### src/rtl/syn_counter_pkg.sv
// Shared types and helpers for the lab counter blocks.
package syn_counter_pkg;

  typedef enum logic [0:0] {
    RUN  = 1'b0,
    DONE = 1'b1
  } cnt_state_t;

  localparam int unsigned CNT_WIDTH_DEFAULT = 4;

  // Sized for the widest counter; callers truncate to their own width.
  function automatic logic [31:0] bin2gray(input logic [31:0] bin);
    return bin ^ (bin >> 1);
  endfunction

endpackage

### src/rtl/bin2gray_reg.sv
// Registered binary-to-Gray conversion; resets to the Gray code of all ones.
module bin2gray_reg
  import syn_counter_pkg::*;
#(
  parameter int unsigned WIDTH = CNT_WIDTH_DEFAULT
) (
  input  logic             clk,
  input  logic             rst,
  input  logic [WIDTH-1:0] bin,
  output logic [WIDTH-1:0] gray
);

  logic [WIDTH-1:0] gray_q;

  always_ff @(posedge clk or negedge rst) begin
    if (!rst) begin
      gray_q <= WIDTH'(bin2gray(32'({WIDTH{1'b1}})));
    end else begin
      gray_q <= WIDTH'(bin2gray(32'(bin)));
    end
  end

  assign gray = gray_q;

endmodule

### src/rtl/syn_down_counter.sv
// Loadable down counter with registered terminal-count pulse and done status.
// Define SYN_DOWN_COUNTER_GRAY_EN to add a registered gray_out port.
module syn_down_counter
  import syn_counter_pkg::*;
#(
  parameter int unsigned WIDTH       = CNT_WIDTH_DEFAULT,
  parameter bit          AUTO_RELOAD = 1'b1
) (
  input  logic             clk,
  input  logic             rst,
  input  logic             en,
  input  logic             load,
  input  logic [WIDTH-1:0] load_val,
  output logic [WIDTH-1:0] out,
  output logic             tc,
`ifdef SYN_DOWN_COUNTER_GRAY_EN
  output logic [WIDTH-1:0] gray_out,
`endif
  output logic             done
);

  cnt_state_t       state_q, state_d;
  logic [WIDTH-1:0] cnt_q, cnt_d;
  logic [WIDTH-1:0] reload_q, reload_d;
  logic             tc_q, tc_d;
  logic             done_q, done_d;

  always_comb begin
    state_d  = state_q;
    cnt_d    = cnt_q;
    reload_d = reload_q;
    tc_d     = 1'b0;
    done_d   = done_q;

    if (load) begin
      cnt_d    = load_val;
      reload_d = load_val;
      if (load_val != '0) begin
        state_d = RUN;
        done_d  = 1'b0;
      end else begin
        state_d = DONE;
        done_d  = 1'b1;
      end
    end else if (en && (state_q == RUN)) begin
      if (cnt_q > WIDTH'(1)) begin
        cnt_d = cnt_q - WIDTH'(1);
      end else if (cnt_q == WIDTH'(1)) begin
        cnt_d = '0;
        tc_d  = 1'b1;
        if (!AUTO_RELOAD) begin
          state_d = DONE;
          done_d  = 1'b1;
        end
      end else if (AUTO_RELOAD) begin
        cnt_d = reload_q;
      end else begin
        // Zero while running in one-shot mode: stop rather than wrap.
        state_d = DONE;
        done_d  = 1'b1;
      end
    end
  end

  always_ff @(posedge clk or negedge rst) begin
    if (!rst) begin
      state_q  <= RUN;
      cnt_q    <= '1;
      reload_q <= '1;
      tc_q     <= 1'b0;
      done_q   <= 1'b0;
    end else begin
      state_q  <= state_d;
      cnt_q    <= cnt_d;
      reload_q <= reload_d;
      tc_q     <= tc_d;
      done_q   <= done_d;
    end
  end

  assign out  = cnt_q;
  assign tc   = tc_q;
  assign done = done_q;

`ifdef SYN_DOWN_COUNTER_GRAY_EN
  // Fed from the next count so gray_out lines up with out in the same cycle.
  bin2gray_reg #(
    .WIDTH(WIDTH)
  ) u_gray (
    .clk  (clk),
    .rst  (rst),
    .bin  (cnt_d),
    .gray (gray_out)
  );
`endif

endmodule

### config.mk
export PLATFORM = sky130hd
export DESIGN_NAME = syn_down_counter
export DESIGN_NICKNAME = d
export VERILOG_FILES = /design/src/rtl/syn_counter_pkg.sv /design/src/rtl/bin2gray_reg.sv /design/src/rtl/syn_down_counter.sv
export SDC_FILE = /design/constraint.sdc
export NUM_CORES = 1
export LEC_CHECK = 0
export ABC_AREA = 1
export CAP_MARGIN = 30
export CORE_AREA = 2 2 39 41
export CTS_CLUSTER_DIAMETER = 30
export DETAILED_ROUTE_END_ITERATION = 12
export DIE_AREA = 0 0 41 43
export MAX_ROUTING_LAYER = met4
export PLACE_DENSITY = 0.73
export SLEW_MARGIN = 30
export SYNTH_ARGS = -nofsm -noshare
export SYNTH_HDL_FRONTEND = slang
export SYNTH_HIERARCHICAL = 1
export SYNTH_SLANG_ARGS = --single-unit
### constraint.sdc
create_clock -name clk -period 2.5 [get_ports clk]
set_input_delay 0.5 -clock clk [delete_from_list [all_inputs] [get_ports clk]]
set_output_delay 0.5 -clock clk [all_outputs]
set_load 0.05 [all_outputs]
==> impl_metrics.xml, run 1 <==
<?xml version="1.0" encoding="UTF-8"?>
<metrics>
  <group name="run_status">
    <metric name="status" unit="">complete, no violations</metric>
  </group>
  <group name="die">
    <metric name="row_count" unit="">14</metric>
    <metric name="die_h" unit="um">43</metric>
    <metric name="number_of_top_level_pins" unit="">14</metric>
    <metric name="floorplan.core_area" unit="um2">1380</metric>
    <metric name="die_area" unit="um2">1760</metric>
    <metric name="initial_core_util" unit="%">44.6</metric>
    <metric name="die_width" unit="um">41</metric>
  </group>
  <group name="synth">
    <metric name="dominantRegCellSynth" unit="">sky130_fd_sc_hd__dfstp_2</metric>
    <metric name="post_synth_inst_count" unit="">82</metric>
    <metric name="synth_area_leaders" unit="">sky130_fd_sc_hd__dfstp_2 34%, sky130_fd_sc_hd__nand2_1 15%, sky130_fd_sc_hd__inv_1 8.5%</metric>
    <metric name="synthesis.area" unit="um2">617</metric>
    <metric name="yosys.area.top_type_share" unit="%">34.1</metric>
    <metric name="syn_avg_cell_area" unit="um2">7.52</metric>
    <metric name="synth_edf_count" unit="">0</metric>
    <metric name="postSynth.asyncResetShare" unit="%">100</metric>
    <metric name="ys_seq_area_share" unit="%">42.2</metric>
    <metric name="synth.lib_cells_used.distinct" unit="">18</metric>
    <metric name="synthDominantAreaCellType" unit="">sky130_fd_sc_hd__dfstp_2</metric>
    <metric name="synth_fp_nets" unit="">92</metric>
    <metric name="synthesis.yosys.warnings" unit="">6</metric>
    <metric name="ys_ff_latch" unit="">10</metric>
  </group>
  <group name="power_and_ir_drop">
    <metric name="power.static_leakage" unit="nW">0.388</metric>
    <metric name="power.share.clock" unit="%">23.5</metric>
    <metric name="net-switching-power" unit="uW">184</metric>
    <metric name="largest_voltage_drop_on_the_vdd_net" unit="mV">0.264</metric>
    <metric name="post_layout_power" unit="uW">501</metric>
    <metric name="swShare" unit="%">36.8</metric>
    <metric name="sequentialPowerShare" unit="%">41.5</metric>
    <metric name="cellPowerDensity" unit="nW/um2">640</metric>
    <metric name="power.internal" unit="uW">316</metric>
    <metric name="comb_power_share" unit="%">34.9</metric>
  </group>
  <group name="cts">
    <metric name="cts_root_buf" unit="">sky130_fd_sc_hd__clkbuf_4</metric>
    <metric name="post_cts.resized_instances" unit="">0</metric>
    <metric name="clk_pin_slew_worst_paths" unit="ns">0.07</metric>
    <metric name="cts-buffers-inserted" unit="">3</metric>
    <metric name="cts_max_level" unit="">1</metric>
    <metric name="cts.sinks" unit="">10</metric>
    <metric name="max-clock-path-buffers" unit="">2</metric>
    <metric name="cts_tree" unit="">built</metric>
    <metric name="clock_latency_late_sink" unit="ns">0.27</metric>
    <metric name="cts_hold_buffers" unit="">0</metric>
    <metric name="cts.repair_timing.setup_buffer_count" unit="">0</metric>
  </group>
  <group name="worst_hold_path">
    <metric name="holdCritPathClass" unit="">reg -&gt; reg</metric>
    <metric name="min_from" unit="">reload_q[3]$_DFFE_PN1P_</metric>
    <metric name="hold-path-endpoint" unit="">reload_q[3]$_DFFE_PN1P_</metric>
    <metric name="worst_hold_path.num_cells" unit="">2</metric>
  </group>
  <group name="sta">
    <metric name="finalClockSkew" unit="ns">0.00471</metric>
    <metric name="fmaxAchievable" unit="MHz">460</metric>
    <metric name="setup_repair_after_global_routing_missed_its_margin" unit="">false</metric>
    <metric name="finalSetupTns" unit="ns">0</metric>
    <metric name="worst_slew_pin_slew" unit="ns">0.496</metric>
    <metric name="timing.final.crit_share" unit="%">86.9</metric>
    <metric name="setup_viol" unit="">0</metric>
    <metric name="worst_slew_margin_rel" unit="%">66.8</metric>
    <metric name="maxSlewViolCount" unit="">0</metric>
    <metric name="timing.final.hold_violations" unit="">0</metric>
    <metric name="period_minus_slack" unit="ns">2.17</metric>
  </group>
  <group name="placed_design">
    <metric name="hpwlAfterDp" unit="um">941</metric>
    <metric name="gp_congestion" unit="">0.792</metric>
    <metric name="buffer_ports.inserted" unit="">13</metric>
  </group>
  <group name="critical_path">
    <metric name="worst-path-max-fanout" unit="">6</metric>
    <metric name="arrival" unit="ns">1.67</metric>
    <metric name="worst_setup_path_end_kind" unit="">output pin</metric>
    <metric name="cp_cell_sequence" unit="">clkdlybuf4s50_1</metric>
    <metric name="critPathTopFamily" unit="">buffers and inverters</metric>
    <metric name="critical_path.n_buffers_inverters" unit="">1</metric>
    <metric name="crit-reg2reg-launch" unit="">out[0]$_DFFE_PN1P_</metric>
    <metric name="timing.critical_path.slowest_stage_cell" unit="">sky130_fd_sc_hd__clkdlybuf4s50_1</metric>
    <metric name="critical_setup_path_kind" unit="">reg -&gt; out</metric>
    <metric name="critPathMaxStageDelay" unit="ns">0.82</metric>
    <metric name="cp_required" unit="ns">2.00</metric>
    <metric name="setup.worst_path.start_class" unit="">flip-flop</metric>
    <metric name="reg2reg_slack" unit="ns">1.11</metric>
    <metric name="timing.reg2reg.worst_path_depth" unit="">6</metric>
    <metric name="r2r_end" unit="">out[1]$_DFFE_PN1P_</metric>
  </group>
  <group name="job">
    <metric name="max_cap_violation_count" unit="">0</metric>
  </group>
  <group name="final_layout">
    <metric name="drive_gt1_share" unit="%">21.4</metric>
    <metric name="syn2layout_area_growth" unit="%">26.8</metric>
    <metric name="n_antenna_cell" unit="">0</metric>
    <metric name="utilization" unit="%">56.5</metric>
    <metric name="fin_nets" unit="">109</metric>
  </group>
  <group name="drt">
    <metric name="detailed_route_via_count" unit="">534</metric>
    <metric name="detailedRoute.firstPassIterationCount" unit="">3</metric>
    <metric name="post_drt_via_cell_ratio" unit="">4.68</metric>
    <metric name="routedWlPerCell" unit="um">10.4</metric>
    <metric name="route.final.wire_length" unit="mm">1.18</metric>
    <metric name="detail_route.iter0.violations" unit="">7</metric>
    <metric name="number_of_remaining_drc_errors" unit="">0</metric>
    <metric name="ant_nets" unit="">0</metric>
  </group>
  <group name="grt">
    <metric name="global_route.usage.total" unit="%">18.8</metric>
    <metric name="largest_net_degree_at_the_start_of_global_routing" unit="">11</metric>
    <metric name="grt_first_pass_wirelength" unit="mm">2.03</metric>
    <metric name="grt_pass1_vias" unit="">461</metric>
    <metric name="grt_overflow" unit="">0</metric>
    <metric name="grt_antenna_before_repair" unit="">0</metric>
  </group>
</metrics>
power by group through the flow:
stage	clock network (mW)	registers (mW)	logic, mW
detailed placement	0	0.211	0.175
global placement	0	0.210	0.174
floorplan	0	0.251	0.0822
finish	0.118	0.208	0.175
CTS	0.126	0.209	0.176
global route	0.132	0.212	0.192
worst min-delay path, delay by kind of cell (launching register included):
family	cells	cell delay (ns)
flops	1	0.37
simple gates	2	0.11
cell families after synthesis:
logic type | after synthesis | share of synthesized area (%)
and+or+nand+nor | 45 | 33.9
buffers and inverters | 18 | 13.4
adders and majority gates | 2 | 4.06
AOI/OAI and AO/OA | 7 | 6.49
DFF | 10 | 42.2
routing by layer:
metal | vias to the layer above | share of wire (%) | GRT usage, %
met3 | 4 | 4.6 | 4.71
met4 | 0 | 3.6 | 16.0
met1 | 238 | 44 | 22.5
met5 | - | 0 | -
li1 | 281 | - | -
met2 | 11 | 48 | 25.0
cells in the final DEF (no fill, tap or decap), drive strengths merged:
cell type	synthesis	final
clkbuf	0	4
nor2	11	11
o22ai	1	1
ha	2	2
o21ai	6	6
dfrtp	2	2
nand3	6	6
nand4	1	1
dfstp	8	8
nand2	27	27
clkdlybuf4s50	0	13
inv	17	17
synthesized netlist by cell type, types with 2 or more instances:
cell                      number
sky130_fd_sc_hd__nor2_1        9
sky130_fd_sc_hd__inv_1        14
sky130_fd_sc_hd__nand3_1       5
sky130_fd_sc_hd__ha_1          2
sky130_fd_sc_hd__inv_2         2
sky130_fd_sc_hd__nand2_2       3
sky130_fd_sc_hd__nand2_1      24
sky130_fd_sc_hd__dfstp_2       8
sky130_fd_sc_hd__o21ai_0       5
sky130_fd_sc_hd__dfrtp_1       2
state kept, by name, summed over array words and instances (netlist names):
signal and flops:
out 4, tc 1, reload_q 4, state_q 1
worst max path at each step:
stage	slack (ns)	depth (start not counted)	to	start
2_1_floorplan	1.0	6	out[3]$_DFFE_PN1P_	out[0]$_DFFE_PN1P_
4_1_cts	0.31	1	out[2]	out[2]$_DFFE_PN1P_
3_5_place_dp	0.61	1	out[2]	out[2]$_DFFE_PN1P_
3_3_place_gp	0.61	1	out[2]	out[2]$_DFFE_PN1P_
5_1_grt	0.27	1	out[2]	out[2]$_DFFE_PN1P_
6_report	0.33	1	out[2]	out[2]$_DFFE_PN1P_
metrics by stage:
stage	setup WS [ns]	hold slack, ns	area (um2)	std cells
after detailed placement	0.609	0.464	756	110
after floorplan	0.996	0.204	617	82
after global placement	0.612	0.456	756	110
after CTS	0.307	0.475	782	114
final	0.328	0.470	782	114
after global routing	0.275	0.487	782	114
area by class of cell:
cell class                 count  area [um2]
clock buffer                   4        26.3
fill                         142         602
inverter                      17        71.3
multi-input combinational     54         274
sequential                    10         260
tap                           16        20.0
timing repair buffer          13         130
No activity file was read; power rests on OpenSTA's default activity.
==> run 2: changes to the inputs <==
--- a/config.mk
+++ b/config.mk
@@ -11,6 +11,7 @@
 export CTS_CLUSTER_DIAMETER = 30
 export DETAILED_ROUTE_END_ITERATION = 12
 export DIE_AREA = 0 0 41 43
+export GPL_ROUTABILITY_DRIVEN = 1
 export MAX_ROUTING_LAYER = met4
 export PLACE_DENSITY = 0.73
 export SLEW_MARGIN = 30
==> results of run 2 <==
Same layout as run 1: the final DEF is identical, and so are final timing and power.
